## config.mk

```make
export PLATFORM = sky130hd
export DESIGN_NAME = serial_subtractor_flat
export DESIGN_NICKNAME = d
export VERILOG_FILES = /design/src/rtl/serial_subtractor_if.sv /design/src/rtl/serial_subtractor.sv /design/src/flat_wrapper.sv
export SDC_FILE = /design/constraint.sdc
export NUM_CORES = 1
export LEC_CHECK = 0
export ABC_CLOCK_PERIOD_IN_PS = 1760
export CAP_MARGIN = 30
export CORE_MARGIN = 1.5
export CORE_UTILIZATION = 40
export CTS_BUF_LIST = sky130_fd_sc_hd__clkbuf_8 sky130_fd_sc_hd__clkbuf_16
export DETAILED_ROUTE_END_ITERATION = 8
export PLACE_DENSITY = 0.61
export SETUP_SLACK_MARGIN = 0.1
export SYNTH_ARGS = -nofsm -noshare
export SYNTH_HDL_FRONTEND = slang
export SYNTH_SLANG_ARGS = --single-unit
```

## constraint.sdc

```tcl
create_clock -name clk -period 1.76 [get_ports clk]
set_input_delay 0.44 -clock clk [delete_from_list [all_inputs] [get_ports clk]]
set_output_delay 0.44 -clock clk [all_outputs]
set_load 0.1 [all_outputs]
```

## src/rtl/serial_subtractor_if.sv

```systemverilog
// Operand/result bundle for the bit-serial subtractor: request and operands in,
// registered difference, borrow and status out.
interface serial_subtractor_if #(
    parameter int N = 8
);
    logic         start;
    logic [N-1:0] x;
    logic [N-1:0] y;
    logic [N-1:0] d;
    logic         b;
    logic         busy;
    logic         done;

    modport master (
        output start, x, y,
        input  d, b, busy, done
    );

    modport slave (
        input  start, x, y,
        output d, b, busy, done
    );
endinterface

```

## src/rtl/serial_subtractor.sv

```systemverilog
// Bit-serial unsigned subtractor d = x - y, LSB first, one bit per clock,
// built around a single subtractor cell with a registered borrow.
module serial_subtractor #(
    parameter int N  = 8,
    parameter int CW = 3
) (
    input  logic               clk,
    input  logic               rst,
    serial_subtractor_if.slave bus
);
    typedef enum logic [1:0] {IDLE, RUN, DONE} state_t;

    state_t        state, state_next;
    logic [N-1:0]  xs, ys, rs, d_r;
    logic          br, b_r, busy_r, done_r;
    logic [CW-1:0] cnt;
    logic          di, bo, last;

    function automatic logic diff_bit(input logic a, input logic s, input logic bi);
        return a ^ s ^ bi;
    endfunction

    function automatic logic borrow_bit(input logic a, input logic s, input logic bi);
        return (~a & s) | (~(a ^ s) & bi);
    endfunction

    always_comb begin
        di   = diff_bit(xs[0], ys[0], br);
        bo   = borrow_bit(xs[0], ys[0], br);
        last = (cnt == CW'(N - 1));
    end

    always_comb begin
        state_next = state;
        case (state)
            IDLE:    if (bus.start) state_next = RUN;
            RUN:     if (last)      state_next = DONE;
            DONE:                   state_next = IDLE;
            default:                state_next = IDLE;
        endcase
    end

    always_ff @(posedge clk or posedge rst) begin
        if (rst) state <= IDLE;
        else     state <= state_next;
    end

    // Operand shift registers, borrow, bit counter and the held result
    always_ff @(posedge clk or posedge rst) begin
        if (rst) begin
            xs     <= '0;
            ys     <= '0;
            rs     <= '0;
            br     <= 1'b0;
            cnt    <= '0;
            d_r    <= '0;
            b_r    <= 1'b0;
            busy_r <= 1'b0;
            done_r <= 1'b0;
        end else begin
            case (state)
                IDLE: begin
                    if (bus.start) begin
                        xs     <= bus.x;
                        ys     <= bus.y;
                        rs     <= '0;
                        br     <= 1'b0;
                        cnt    <= '0;
                        busy_r <= 1'b1;
                    end
                end
                RUN: begin
                    rs  <= {di, rs[N-1:1]};
                    xs  <= {1'b0, xs[N-1:1]};
                    ys  <= {1'b0, ys[N-1:1]};
                    br  <= bo;
                    cnt <= cnt + CW'(1);
                    if (last) begin
                        d_r    <= {di, rs[N-1:1]};
                        b_r    <= bo;
                        done_r <= 1'b1;
                        busy_r <= 1'b0;
                    end
                end
                DONE: begin
                    done_r <= 1'b0;
                end
                default: begin
                    done_r <= 1'b0;
                    busy_r <= 1'b0;
                end
            endcase
        end
    end

    assign bus.d    = d_r;
    assign bus.b    = b_r;
    assign bus.busy = busy_r;
    assign bus.done = done_r;
endmodule

```

## src/flat_wrapper.sv

```systemverilog
// flat-port wrapper written by rule: the top's interface ports become plain ports
module serial_subtractor_flat 
#(
    parameter int N  = 8,
    parameter int CW = 3
)
  (clk, rst, bus_start, bus_x, bus_y, bus_d, bus_b, bus_busy, bus_done);
  serial_subtractor_if #(.N(N)) bus_i ();
  input  logic clk;
  input  logic rst;
  input wire logic [$bits(bus_i.start)-1:0] bus_start;
  input wire logic [$bits(bus_i.x)-1:0] bus_x;
  input wire logic [$bits(bus_i.y)-1:0] bus_y;
  output wire logic [$bits(bus_i.d)-1:0] bus_d;
  output wire logic [$bits(bus_i.b)-1:0] bus_b;
  output wire logic [$bits(bus_i.busy)-1:0] bus_busy;
  output wire logic [$bits(bus_i.done)-1:0] bus_done;
  assign bus_i.start = bus_start;
  assign bus_i.x = bus_x;
  assign bus_i.y = bus_y;
  assign bus_d = bus_i.d;
  assign bus_b = bus_i.b;
  assign bus_busy = bus_i.busy;
  assign bus_done = bus_i.done;
  serial_subtractor #(.N(N), .CW(CW)) u_core (.clk(clk), .rst(rst), .bus(bus_i));
endmodule
```

==> metrics, run 1 <==
crit-path max FO 11; asr flop ratio synth 100%; Area Overhead vs Synth 27.1%; vias in the first global route 1,253; CTS tree yes; CTS sink count 40; Slew @ Worst Pin roughly 0.59 ns; port bufs 29; Hold Fails Final Rpt 0; Crit. End Element register; syn_area_per_cell about 13 µm²; startpoint types register; Setup Fix Bufs, Post-CTS 0; fillers just under 400; Fin Clk Skew 0.00363 ns; Final ANT Viol Nets 0; hold slack 0.491 ns; final worst-path cycle share between 80% and 90%; HP Class reg -> reg; hpwl dp 2.36 mm; Top Ports 30; Peak supply drop ~0.76 mV; largest net degree at the start of global routing between 40 and 50; gr ovfl total 0; Arrival @ worst endpoint 1.74 ns; final wirelength 3.43 mm; DR pass1 iterations 4; WP data required around 2.0 ns; Clock Latency Late Sink around 0.3 ns; Final Wtd Congestion a little over 0.7; area of placed instances about 2300 µm²; static leakage between 1 and 1.5 nW; GRT Util Overall 14.9%; Core ar. ~4500 µm²; Mapped Nets around 170; first-pass GRT wire length 5.91 mm; DR vias/cell about 5.3; Rows 24; Post-Synthesis Cells between 100 and 150; status finished, final reports clean; commonest cells after routing, fill and taps aside dfrtp_1 (40), nor2_1 (24), clkdlybuf4s50_1 (18); WL/cell ~15 µm; Residual DRC 0; number of synthesized flops with an enable pin 0; DR iter-0 viols between 90 and 100; Max-slew headroom between 60 and 70%; Synth cell types 32; Setup Crit Path Kind reg -> reg; Slew Viols, Final 0; number of synthesis warnings 0; H-tree levels 2; Final Critical Period around 1.6 ns; clock slew at reported path FFs around 0.080 ns; unrepaired setup endpoints after global routing false; most common cell after layout, fill and taps aside dfrtp_1; # diodes 0; sequential fraction of the synthesis area between 50% and 60%; Starting Density between 40% and 50%; nets@finish 202; Pwr per Cell Area between 2000 and 2500 nW/µm²; Primary FF master, synth dfrtp_1; post-route cell area 2420 µm²; Mapped Area around 1900 µm²; Die Y between 70 and 80 µm; MaxCap Viol Count 0; Die ar. about 5200 µm²; layout cells sized above 1 34.8%; Setup-failing EPs final 0; DR vias 1,245; synthesis-stage register bit count 40; Max Fclk 645 MHz; clk buf depth 2; clock buffer count from CTS 5; root buffer cell clkbuf_8; Die Wd slightly above 70 µm; antenna violations before repair 0; setup TNS 0 ns
[worst max-delay path: stages (launching register included)]
cell	delay (ns)
dfrtp_1	0.40
ha_1	0.22
ha_2	0.20
nand3b_1	0.13
buf_12	0.16
mux2_2	0.33
[worst paths after layout]
check	cells after the start	slack [ns]	to	from
max in group asynchronous	3	1.06	u_core.ys[1]	rst
min reg2reg	1	0.49	u_core.cnt[0]	u_core.cnt[0]
min in group asynchronous	3	0.50	u_core.bus.b	rst
min	1	0.49	u_core.cnt[0]	u_core.cnt[0]
max reg2reg	5	0.21	u_core.bus.d[7]	u_core.cnt[0]
max	5	0.21	u_core.bus.d[7]	u_core.cnt[0]
[registers in the layout (all words and copies together) (netlist names)]
signal	count
u_core.bus.d	8
u_core.xs	8
u_core.ys	8
u_core.rs	7
u_core.cnt	3
u_core.state	2
u_core.br	1
u_core.bus.b	1
u_core.bus.busy	1
u_core.bus.done	1
[per-stage QoR]
stage          total power, mW  setup slack (ns)  std cells  util [%]
2_1_floorplan             3.56             0.285        147         -
3_3_place_gp              4.24            0.0893        225      52.2
3_5_place_dp              4.29            0.0214        225      52.2
4_1_cts                   4.92             0.152        233      54.1
5_1_grt                   5.14             0.146        233      54.2
6_report                  4.86             0.209        233      54.2
[Yosys cell counts, types with 3 or more instances]
cell,instances,area share [%]
dfrtp_1,40,52
nor2_1,24,4.7
a22o_1,11,5.1
a211oi_2,10,6.6
nor3_2,9,4.7
mux2_4,7,5.5
buf_6,5,3.0
inv_1,5,0.98
nand3b_1,3,1.2
nor2_2,3,0.98
[layer usage]
metal  wire, µm  vias up  GRT usage (%)
li1           -      590              -
met1       1570      624           18.5
met2       1640       23           23.8
met3        140        8           3.61
met4         77        0           8.39
met5          0        -              0
[report_power, final]
part	switching (mW)	leakage, nW	total (mW)	internal (mW)
combinational	1.44	0.549	2.58	1.15
clock	0.330	0.0479	0.607	0.276
sequential	0.335	0.492	1.67	1.33
total	2.10	1.09	4.86	2.75
[kinds of logic (layout without fill, tap and decap cells)]
| family | Yosys count | count (layout) | synth area share (%) |
|---|---|---|---|
| AO/OA/AOI/OAI | 34 | 34 | 17.8 |
| AND/OR/NAND/NOR | 47 | 47 | 14.1 |
| buffers and inverters | 15 | 49 | 7.09 |
| adder cells (fa/ha/maj) | 3 | 3 | 2.36 |
| flip-flops | 40 | 40 | 52.5 |
| multiplexers | 8 | 8 | 6.10 |
[what timing repair did]
action                     in CTS  in global routing
hold buffers                    0                  0
gates resized for setup         0                  1
setup endpoints to repair       0                  1
[area by class of cell]
cell class,instances,area (µm²),share of cell area [%]
clock inverter,3,18.8,0.774
sequential,40,1000,41.3
inverter,5,18.8,0.774
timing repair buffer,36,478,19.7
tap,52,65.1,2.68
clock buffer,5,68.8,2.84
multi-input combinational,92,773,31.9
Power figures use the tool's default switching activity.
==> inputs of run 2 (changes only) <==
CAP_MARGIN = not set   (was 30)
CORE_UTILIZATION = 33   (was 40)
PLACE_DENSITY = 0.52   (was 0.61)
==> metrics, run 2 (synthesis results as in run 1) <==
status finished, final reports clean; crit path capture u_core.bus.d[7]; Pwr per Cell Area 2000 nW/µm² (-0.37%); most common cell after layout, fill and taps aside dfrtp_1; hold slack 0.508 ns (+0.0172 ns); hpwl dp 2.60 mm (+10%); Max stage delay on crit path 0.41 ns (about the same); DR pass1 iterations 4 (unchanged); startpoint types register; crit-path max FO 11 (unchanged); largest net degree at the start of global routing 41 (unchanged); clk buf depth 2 (unchanged); cells along the critical path ha_1, ha_2, nand3b_1, buf_12, mux2_2; root buffer cell clkbuf_8; DR vias/cell 4.87 (-8.8%); H-tree levels 2 (unchanged); Fin Clk Skew 0.00752 ns (+0.00389 ns); gr busiest metal met2; Residual DRC 0 (unchanged); Final Non-Filler Cells 255 (+9.4%); HP Class in -> async; Final ANT Viol Nets 0 (unchanged); Slew Viols, Final 0 (unchanged); GRT Util Overall 12.8% (-2.1 points); dpl cells 247 (+9.8%); clock buffer count from CTS 5 (unchanged); grt met1 use 16.4% (-2.1 points); Crit. End Element register; Area Overhead vs Synth 29.7%; # hold bufs at CTS 0 (unchanged); Max Fclk 645 MHz (+0.14%); area of placed instances 2370 µm² (+1.7%); Die ar. 6240 µm² (+20%); Hold Fails Final Rpt 0 (unchanged); CTS tree yes; met2 GRT Util 21.2% (-2.6 points); post-route cell area 2470 µm² (+2.1%); WP data required 1.93 ns (-0.02 ns); crit path from u_core.cnt[0]; final wirelength 3.55 mm (+3.5%); MaxCap Viol Count 0 (unchanged); reg-to-reg startpoint u_core.cnt[0]; Setup Crit Path Kind reg -> reg; Max-slew headroom 75.2% (+15 points); Core ar. 5540 µm² (+24%); clock slew at reported path FFs 0.08 ns (about the same); nets@finish 204 (+0.99%); # diodes 0 (unchanged); setup TNS 0 ns (unchanged); Peak supply drop 0.686 mV (-9.7%); Starting Density 34.4% (-8.2 points); WL/cell 13.9 µm (-5.4%); worst r2r dst u_core.bus.d[7]; Arrival @ worst endpoint 1.72 ns (-0.02 ns); final worst-path cycle share 88.0% (-0.12 points); unrepaired setup endpoints after global routing false; CP top delay family adder cells; Final Wtd Congestion 0.766 (+6.5%); DR vias 1,242 (-0.24%); Top Ports 30 (unchanged); Reg2Reg Setup Slack 0.21 ns (about the same); Clock Latency Late Sink 0.29 ns (about the same); vias in the first global route 1,337 (+6.7%); DR iter-0 viols 38 (-60%); Final Critical Period 1.55 ns (-0.00211 ns); Die Wd 79.0 µm (+9.7%); Pwr Total 4.94 mW (+1.7%); antenna violations before repair 0 (unchanged); first-pass GRT wire length 6.27 mm (+6.1%); gr ovfl total 0 (unchanged); Die Y 79.0 µm (+9.7%); Worst path depth 5 (unchanged); Rows 27 (+13%); CTS sink count 40 (unchanged); layout cells sized above 1 35.5% (+0.71 points); worst r2r path cells 5 (unchanged); port bufs 29 (unchanged); Slew @ Worst Pin 0.372 ns (-0.221 ns); commonest cells after routing, fill and taps aside dfrtp_1 (40), nor2_1 (24), clkdlybuf4s50_1 (18); fillers 525 (+35%); worst path buffer plus inverter count 1 (unchanged); static leakage 1.09 nW (+0.50%); global routing usage on met3 3.22% (-0.39 points); Setup-failing EPs final 0 (unchanged); worst-path cell with the longest stage delay dfrtp_1
[run 2: cell count changes in the layout (fill, tap and decap cells not counted), sizes merged]
cell | previous run | this run
clkinv | 3 | 0
buf | 18 | 20
clkinvlp | 0 | 2
clkbuf | 5 | 6
[run 2: final cells by class]
cell class / instances / area [µm²] / area share (%)
inverter: 5 / 18.8 / 0.759
clock inverter: 2 / 15.0 / 0.607
clock buffer: 6 / 82.6 / 3.34
sequential: 40 / 1000 / 40.5
tap: 72 / 90.1 / 3.64
multi-input combinational: 92 / 773 / 31.3
timing repair buffer: 38 / 493 / 19.9
[run 2: metal layers]
layer / vias to the layer above / routed length, µm
met2: 28 / 1690
met5: - / 0
met3: 4 / 161
li1: 590 / -
met4: 0 / 33
met1: 620 / 1670
[run 2: worst min-delay path by stage]
stage             startpoint            end  slack, ns  cells after the start
2_1_floorplan  u_core.cnt[0]  u_core.cnt[0]       0.45                      1
3_3_place_gp    u_core.rs[1]   u_core.rs[1]       0.49                      1
3_5_place_dp    u_core.rs[1]   u_core.rs[1]       0.49                      1
4_1_cts        u_core.cnt[0]  u_core.cnt[0]       0.51                      1
5_1_grt        u_core.cnt[1]  u_core.cnt[1]       0.55                      1
6_report                 rst   u_core.xs[0]       0.51                      3
[run 2: timing repair]
| action | 4_1_cts | 5_1_grt |
|---|---|---|
| buffers inserted | 0 | 0 |
| gates resized for setup | 0 | 1 |
| endpoints found under the setup margin | 0 | 1 |
[run 2: where the power goes]
part | leakage (nW) | switching, mW | total [mW] | internal (mW)
clock network | 0.0434 | 0.326 | 0.644 | 0.317
registers | 0.492 | 0.325 | 1.66 | 1.33
logic | 0.558 | 1.47 | 2.64 | 1.16
[run 2: worst min-delay path: stages]
cell and delay, ns:
clkdlybuf4s50_1 0.40, inv_1 0.09, buf_12 0.24
[run 2: through the flow]
step / setup WS [ns] / utilization, %
after floorplan: 0.285 / -
after global placement: 0.0588 / 42.8
after detailed placement: 0.0290 / 42.8
after CTS: 0.147 / 44.6
after global routing: 0.141 / 44.6
final: 0.211 / 44.6
==> inputs of run 3 (changes only) <==
PLACE_DENSITY = 0.64   (was 0.52)
SKIP_LAST_GASP = 1   (was not set)
SLEW_MARGIN = 20   (was not set)
==> metrics, run 3 (synthesis results as in run 1) <==
status finished, final reports clean; Clock Latency Late Sink 0.29 ns (about the same); Slew Viols, Final 0 (unchanged); dpl cells 247 (unchanged); CP top delay family flip-flops; power share of the clock group 12.2% (-0.8 points); hold slack 0.495 ns (-0.0127 ns); most common cell after layout, fill and taps aside dfrtp_1; clock buffer count from CTS 5 (unchanged); crit-path max FO 4 (-7); Die Y 79.0 µm (unchanged); Peak supply drop 0.978 mV (+42%); port bufs 29 (unchanged); startpoint types register; gr ovfl total 0 (unchanged); Final ANT Viol Nets 0 (unchanged); Setup Crit Path Kind reg -> reg; Seq pwr share 33.9% (+0.3 points); Max-slew headroom 70.8% (-4.4 points); unrepaired setup endpoints after global routing false; hpwl dp 2.42 mm (-7.1%); reg-to-reg startpoint u_core.cnt[0]; HP Class in -> async; Gate power share 53.9% (+0.5 points); static leakage 1.11 nW (+1.4%); Switching Power 2.11 mW (-0.72%); # diodes 0 (unchanged); vias in the first global route 1,250 (-6.5%); antenna violations before repair 0 (unchanged); post-route cell area 2480 µm² (+0.20%); nets@finish 206 (+0.98%); DR vias/cell 4.84 (-0.62%); crit path from u_core.cnt[0]; worst path buffer plus inverter count 1 (unchanged); area of placed instances 2370 µm² (unchanged); Pwr Total 4.89 mW (-1.1%); layout cells sized above 1 36.2% (+0.70 points); Max Fclk 646 MHz (about the same); largest net degree at the start of global routing 41 (unchanged); Die ar. 6240 µm² (unchanged); DR iter-0 viols 77 (+100%); MaxCap Viol Count 0 (unchanged); commonest cells after routing, fill and taps aside dfrtp_1 (40), nor2_1 (24), clkdlybuf4s50_1 (18); Final Non-Filler Cells 257 (+0.78%); final worst-path cycle share 88.0% (about the same); Starting Density 34.4% (unchanged); CTS tree yes; Rows 27 (unchanged); Pwr per Cell Area 1970 nW/µm² (-1.3%); setup TNS 0 ns (unchanged); Core ar. 5540 µm² (unchanged); Residual DRC 0 (unchanged); cell mode on critical path ha_1; first-pass GRT wire length 6.22 mm (-0.67%); Fin Clk Skew 0.00591 ns (-0.00162 ns); clock slew at reported path FFs 0.08 ns (about the same); WP data required 1.94 ns (about the same); Arrival @ worst endpoint 1.73 ns (about the same); Final Critical Period 1.55 ns (-0.000170 ns); Die Wd 79.0 µm (unchanged); Crit. End Element register; Final Wtd Congestion 0.740 (-3.4%); Hold Fails Final Rpt 0 (unchanged); clk buf depth 2 (unchanged); Switching Fraction 43.2% (+0.15 points); Area Overhead vs Synth 30.0%; DR vias 1,244 (+0.16%); CTS sink count 40 (unchanged); DR pass1 iterations 4 (unchanged); final wirelength 3.49 mm (-1.8%); Max stage delay on crit path 0.42 ns (about the same); H-tree levels 2 (unchanged); WL/cell 13.6 µm (-2.6%); cells along the critical path ha_1, ha_1, nand3b_1, buf_4, mux2_4; Slew @ Worst Pin 0.433 ns (+0.0606 ns); root buffer cell clkbuf_8; Top Ports 30 (unchanged); Setup-failing EPs final 0 (unchanged); worst-path cell with the longest stage delay dfrtp_1; internal power 2.78 mW (-1.3%); GRT Util Overall 13.0% (+0.19 points)
run 3: cell types whose count changed in the layout (fill, tap and decap cells not counted), sizes merged:
cell and delta:
clkinv +3, buf +2, clkinvlp -2, clkbuf -1
run 3: per-layer routing:
layer	global-route usage (%)	up-vias	part of all wire [%]
met5	0	-	0
met4	6.32	0	2.4
met3	3.22	7	2.9
met2	19.5	21	46
met1	17.5	617	48
li1	-	599	-
run 3: final timing paths:
check,to,slack (ns),cells after the start
max,u_core.bus.d[6],0.21,5
min,u_core.bus.busy,0.50,3
max reg2reg,u_core.bus.d[6],0.21,5
min reg2reg,u_core.rs[1],0.50,1
max in group asynchronous,u_core.xs[5],1.07,3
min in group clk,u_core.rs[1],0.50,1
run 3: what timing repair did:
item,in CTS,in global routing
setup buffers,0,2
hold buffers,0,0
gates resized for setup,0,1
endpoints found under the setup margin,0,8
run 3: tightest hold or removal path, delay by kind of cell:
| kind | cells | cell delay (ns) |
|---|---|---|
| buf+inv | 3 | 0.72 |
run 3: power groups by stage:
| stage | clock, mW | sequential [mW] | combinational [mW] |
|---|---|---|---|
| finish | 0.598 | 1.66 | 2.63 |
| global route | 0.670 | 1.71 | 2.80 |
| CTS | 0.615 | 1.66 | 2.64 |
| detailed placement | 0 | 1.67 | 2.63 |
| global placement | 0 | 1.67 | 2.59 |
| floorplan | 0 | 2.33 | 1.22 |
run 3: stage by stage:
step	setup slack, ns	utilization (%)
2_1_floorplan	0.285	-
3_3_place_gp	0.104	42.8
3_5_place_dp	0.0920	42.8
4_1_cts	0.113	44.4
5_1_grt	0.122	44.7
6_report	0.211	44.7
run 3: final cells by class:
cell class	count	area (µm²)
Sequential cell	40	1000
Clock inverter	3	18.8
Tap cell	72	90.1
Multi-Input combinational cell	92	773
Clock buffer	5	68.8
Timing Repair Buffer	40	508
Inverter	5	18.8
Fill cell	535	3060
